==> config.mk <==
export PLATFORM = sky130hd
export DESIGN_NAME = if_stage_flat
export DESIGN_NICKNAME = d
export VERILOG_FILES = /design/src/rtl/if_stage_if.sv /design/src/rtl/if_stage.sv /design/src/flat_wrapper.sv
export SDC_FILE = /design/constraint.sdc
export NUM_CORES = 1
export LEC_CHECK = 0
export ABC_AREA = 1
export BUFFER_PORTS_ARGS = -buffer_cell sky130_fd_sc_hd__buf_2
export CORE_MARGIN = 2
export CORE_UTILIZATION = 25
export DETAILED_ROUTE_END_ITERATION = 16
export SLEW_MARGIN = 10
export SYNTH_ARGS = -nofsm -noshare
export SYNTH_HDL_FRONTEND = slang
export SYNTH_SLANG_ARGS = --single-unit
==> constraint.sdc <==
create_clock -name clk -period 3.8 [get_ports clk]
set_input_delay 0.57 -clock clk [delete_from_list [all_inputs] [get_ports clk]]
set_output_delay 0.57 -clock clk [all_outputs]
set_load 0.01 [all_outputs]
==> src/rtl/if_stage_if.sv <==
// rtl/if_stage_if.sv - fetch-stage bus bundle: hazard/redirect inputs, imem port, IF/ID outputs
interface if_stage_if;
    logic        stall;
    logic        redirect;
    logic [31:0] redirect_pc;
    logic [31:0] instr_in;
    logic [31:0] pc_out;
    logic [31:0] ifid_instr;
    logic [31:0] ifid_pc4;
    logic        ifid_valid;
    logic        fetch_done;
    logic        align_err;

    modport master (
        input  stall, redirect, redirect_pc, instr_in,
        output pc_out, ifid_instr, ifid_pc4, ifid_valid, fetch_done, align_err
    );

    modport slave (
        output stall, redirect, redirect_pc, instr_in,
        input  pc_out, ifid_instr, ifid_pc4, ifid_valid, fetch_done, align_err
    );
endinterface

==> src/rtl/if_stage.sv <==
// rtl/if_stage.sv - instruction fetch: PC, imem address, IF/ID register, redirect/stall/limit handling
module if_stage #(
    parameter logic [31:0] RESET_PC   = 32'd0,
    parameter int          IMEM_WORDS = 200
) (
    input  logic     clk,
    input  logic     rst_n,
    if_stage_if.master bus
);
    localparam logic [31:0] LIMIT = 32'(IMEM_WORDS * 4);

    logic [31:0] pc;
    logic [31:0] pc_next_seq;
    logic [31:0] ifid_instr;
    logic [31:0] ifid_pc4;
    logic        ifid_valid;
    logic        align_err;
    logic        done;

    assign pc_next_seq = pc + 32'd4;
    assign done        = (pc >= LIMIT);

    // Priority: redirect kills even a stalled IF/ID, then stall, then drain at the limit.
    always_ff @(posedge clk or negedge rst_n) begin
        if (!rst_n) begin
            pc         <= RESET_PC;
            ifid_instr <= 32'd0;
            ifid_pc4   <= 32'd0;
            ifid_valid <= 1'b0;
            align_err  <= 1'b0;
        end else if (bus.redirect) begin
            pc         <= {bus.redirect_pc[31:2], 2'b00};
            ifid_instr <= 32'd0;
            ifid_pc4   <= 32'd0;
            ifid_valid <= 1'b0;
            if (bus.redirect_pc[1:0] != 2'b00) begin
                align_err <= 1'b1;
            end
        end else if (bus.stall) begin
            pc         <= pc;
        end else if (done) begin
            ifid_instr <= 32'd0;
            ifid_pc4   <= 32'd0;
            ifid_valid <= 1'b0;
        end else begin
            pc         <= pc_next_seq;
            ifid_instr <= bus.instr_in;
            ifid_pc4   <= pc_next_seq;
            ifid_valid <= 1'b1;
        end
    end

    assign bus.pc_out     = pc;
    assign bus.ifid_instr = ifid_instr;
    assign bus.ifid_pc4   = ifid_pc4;
    assign bus.ifid_valid = ifid_valid;
    assign bus.fetch_done = done;
    assign bus.align_err  = align_err;
endmodule

==> src/flat_wrapper.sv <==
// flat-port wrapper written by rule: the top's interface ports become plain ports
module if_stage_flat 
#(
    parameter logic [31:0] RESET_PC   = 32'd0,
    parameter int          IMEM_WORDS = 200
)
  (clk, rst_n, bus_stall, bus_redirect, bus_redirect_pc, bus_instr_in, bus_pc_out, bus_ifid_instr, bus_ifid_pc4, bus_ifid_valid, bus_fetch_done, bus_align_err);
  if_stage_if bus_i ();
  input  logic clk;
  input  logic rst_n;
  input wire logic [$bits(bus_i.stall)-1:0] bus_stall;
  input wire logic [$bits(bus_i.redirect)-1:0] bus_redirect;
  input wire logic [$bits(bus_i.redirect_pc)-1:0] bus_redirect_pc;
  input wire logic [$bits(bus_i.instr_in)-1:0] bus_instr_in;
  output wire logic [$bits(bus_i.pc_out)-1:0] bus_pc_out;
  output wire logic [$bits(bus_i.ifid_instr)-1:0] bus_ifid_instr;
  output wire logic [$bits(bus_i.ifid_pc4)-1:0] bus_ifid_pc4;
  output wire logic [$bits(bus_i.ifid_valid)-1:0] bus_ifid_valid;
  output wire logic [$bits(bus_i.fetch_done)-1:0] bus_fetch_done;
  output wire logic [$bits(bus_i.align_err)-1:0] bus_align_err;
  assign bus_i.stall = bus_stall;
  assign bus_i.redirect = bus_redirect;
  assign bus_i.redirect_pc = bus_redirect_pc;
  assign bus_i.instr_in = bus_instr_in;
  assign bus_pc_out = bus_i.pc_out;
  assign bus_ifid_instr = bus_i.ifid_instr;
  assign bus_ifid_pc4 = bus_i.ifid_pc4;
  assign bus_ifid_valid = bus_i.ifid_valid;
  assign bus_fetch_done = bus_i.fetch_done;
  assign bus_align_err = bus_i.align_err;
  if_stage #(.RESET_PC(RESET_PC), .IMEM_WORDS(IMEM_WORDS)) u_core (.clk(clk), .rst_n(rst_n), .bus(bus_i));
endmodule
==> metrics.csv <==
metric,value,unit
cts_buffers,9,
fin_nets,689,
ir_worst_vdd,192.1,uV
antenna_left,0,
hpwl,7.341,mm
wl_per_cell,12.76,um
cp_max_fo,18,
ys_types,18,
grt_pass1_wl,16.43,mm
critical_path_buf_inv_count,2,
start_util,25.72,%
die_height,129.5,um
cts_resized,0,
cp.depth,6,
grt_max_degree,72,
critPathMaxStageDelay,0.41,ns
gp_congestion,0.7562,
finalHoldViolations,0,
hold-worst-slack,0.3626,ns
drc,0,
grt_antenna_before_repair,0,
synth_area_leaders,"dfrtp_1 60%, nand2_1 16%, nand3_1 9.8%",
grt_util_all_layers,12.76,%
crit_type,flop to primary output,
cts_hold_buf,0,
rows,45,
netSwitchingFraction,25.50,%
period_needed,2.445,ns
cp-end-kind,primary output,
synth-seq-cells,95,
ys_warn_count,0,
fin_util,34.14,%
fin_crit_sh,64.34,%
cts-root-buf,clkbuf_16,
vias,3506,
setup_violations,0,
grt_pass1_vias,3203,
rsz0062_at_grt,no,
clock_sinks,95,
worstSetupStartpointType,flop,
syn_area,0.003939,mm2
worstMarginPinSlew,0.9702,ns
status,"finished, final reports clean",
placed_area,0.004962,mm2
port_buffers,164,
via_per_inst,4.204,
p_leak,2.952,nW
drive_gt1_share,29.86,%
p_per_area,405.8,mW/mm2
fin_skew,0.007664,ns
report.final.slew_viol_count,0,
area_growth,32.75,%
boundaryPins,167,
syn_area_per_cell,8.507,um2
num_antenna_cells,0,
min_path_type,primary input to asynchronous set/reset pin,
yosysSeqAreaShare,60.36,%
p_switching,0.5410,mW
critPathTopFamily,simple AND/OR/NAND/NOR gates,
slowest_stage,nor2_4,
synth_top_area_share,60.36,%
htreeDepth,3,
multi_input_area,0.001329,mm2
wl,10.64,mm
pwr-share-seq,50.8,%
die_area,0.01678,mm2
die_w,129.5,um
grt.overflow.total,0,
cts_buffer_depth,2,
fillerInstances,1639,
drt_iter0_markers,100,
rr_worst_depth,8,
yosys.area.top_type,dfrtp_1,
critPathRequiredTime,3.23,ns
max_freq,409.0,MHz
stdcell_area,0.005229,mm2
crit_chain,or2_0 -> nor2_1 -> nand2_1 -> nor2_4 -> inv_1 -> buf_2,
cts_setup_buffers,0,
p_comb_share,10.0,%
syn_inst,463,
timing.slew.headroom,35.25,%
clk_latency,0.34,ns
internal_power,1.581,mW
seq_area,0.002377,mm2
clk_pin_slew,0.06,ns
p_clk_share,39.2,%
core,0.01531,mm2
maxCapViolCount,0,
cts_tree,built,
drt_pass1_iterations,4,
final.setup.tns,0,ns
arrival,1.87,ns
==> final cells by class <==
class                           count  area share, %
Sequential cell                    95          45.47
Inverter                           33          2.369
Tap cell                          211          5.049
Timing Repair Buffer              170          16.61
Clock buffer                       12          4.714
Multi-Input combinational cell    310          25.41
Clock inverter                      3         0.3829
==> power by group through the flow <==
stage,Combinational [mW],Sequential (mW),Clock [mW]
5_1_grt,0.241,1.08,0.920
4_1_cts,0.218,1.08,0.875
2_1_floorplan,0.0896,1.10,0
3_5_place_dp,0.218,1.10,0
6_report,0.212,1.08,0.833
3_3_place_gp,0.218,1.10,0
==> cells in the mapped netlist <==
cell type / count
clkinv_1: 1
buf_1: 1
conb_1: 1
o21ai_1: 1
inv_1: 32
nand3_1: 77
o21ai_0: 11
buf_4: 3
clkbuf_1: 15
nand2_1: 166
buf_2: 7
nor2_4: 1
or2_0: 1
nor2_1: 44
ha_1: 2
dfrtp_1: 95
xnor2_1: 2
o21bai_1: 3
==> per-stage QoR <==
step | setup slack (ns) | power [mW] | cells
floorplan | 1.968 | 1.193 | 464
global placement | 1.510 | 1.313 | 819
detailed placement | 1.491 | 1.314 | 819
CTS | 1.279 | 2.170 | 834
global route | 1.192 | 2.242 | 834
finish | 1.355 | 2.122 | 834
==> path summary, 6_finish.rpt <==
kind	startpoint	endpoint	slack, ns
worst max-delay path	u_core.bus.pc_out[17]	bus_fetch_done	1.36
worst min-delay path	rst_n	u_core.bus.ifid_pc4[1]	0.36
worst max register to register	u_core.bus.pc_out[17]	u_core.bus.pc_out[3]	1.91
worst min register to register	u_core.bus.ifid_instr[8]	u_core.bus.ifid_instr[8]	0.47
max in group asynchronous	rst_n	u_core.bus.ifid_instr[8]	2.55
min in group clk	bus_redirect_pc[19]	u_core.bus.pc_out[19]	0.42
==> worst register-to-register path: cells and delay by family (launching register included) <==
kind	cells	cell delay, ns
flops	1	0.40
simple gates	7	1.12
buf+inv	1	0.26
==> layer usage <==
metal / track usage [%] / routed length [um]
met5: 0 / 0
met4: 5.819 / 214
met3: 3.468 / 788
met2: 20.06 / 4902
met1: 16.48 / 4733
==> logic make-up (layout without fill, tap and decap cells) <==
family                   after synthesis  count (layout)  share of synthesized area (%)
buffers and inverters                 59             218                          6.131
AO/OA/AOI/OAI                         15              15                          2.096
XOR/XNOR                               2               2                         0.4448
flip-flops                            95              95                          60.36
AND/OR/NAND/NOR                      289             289                          30.24
adder cells (fa/ha/maj)                2               2                         0.6352
other                                  1               2                        0.09521
==> layout by cell type, fill, tap and decap left out, types with 2 or more instances in the layout <==
cell type / n
xnor2_1: 2
nand3_1: 77
buf_2: 163
conb_1: 2
clkbuf_1: 2
nand2_1: 166
nor2_1: 42
buf_4: 7
ha_1: 2
o21bai_1: 3
nor2_2: 2
clkbuf_16: 9
clkinvlp_4: 2
dfrtp_1: 95
o21ai_0: 11
inv_1: 32
==> flip-flops by register name, summed over array words and instances (netlist names) <==
register and count:
u_core.bus.ifid_pc4 31, u_core.bus.ifid_valid 1, u_core.bus.ifid_instr 32, u_core.bus.pc_out 30
u_core.bus.align_err 1
Note: power is estimated with default switching activity, not from simulation.
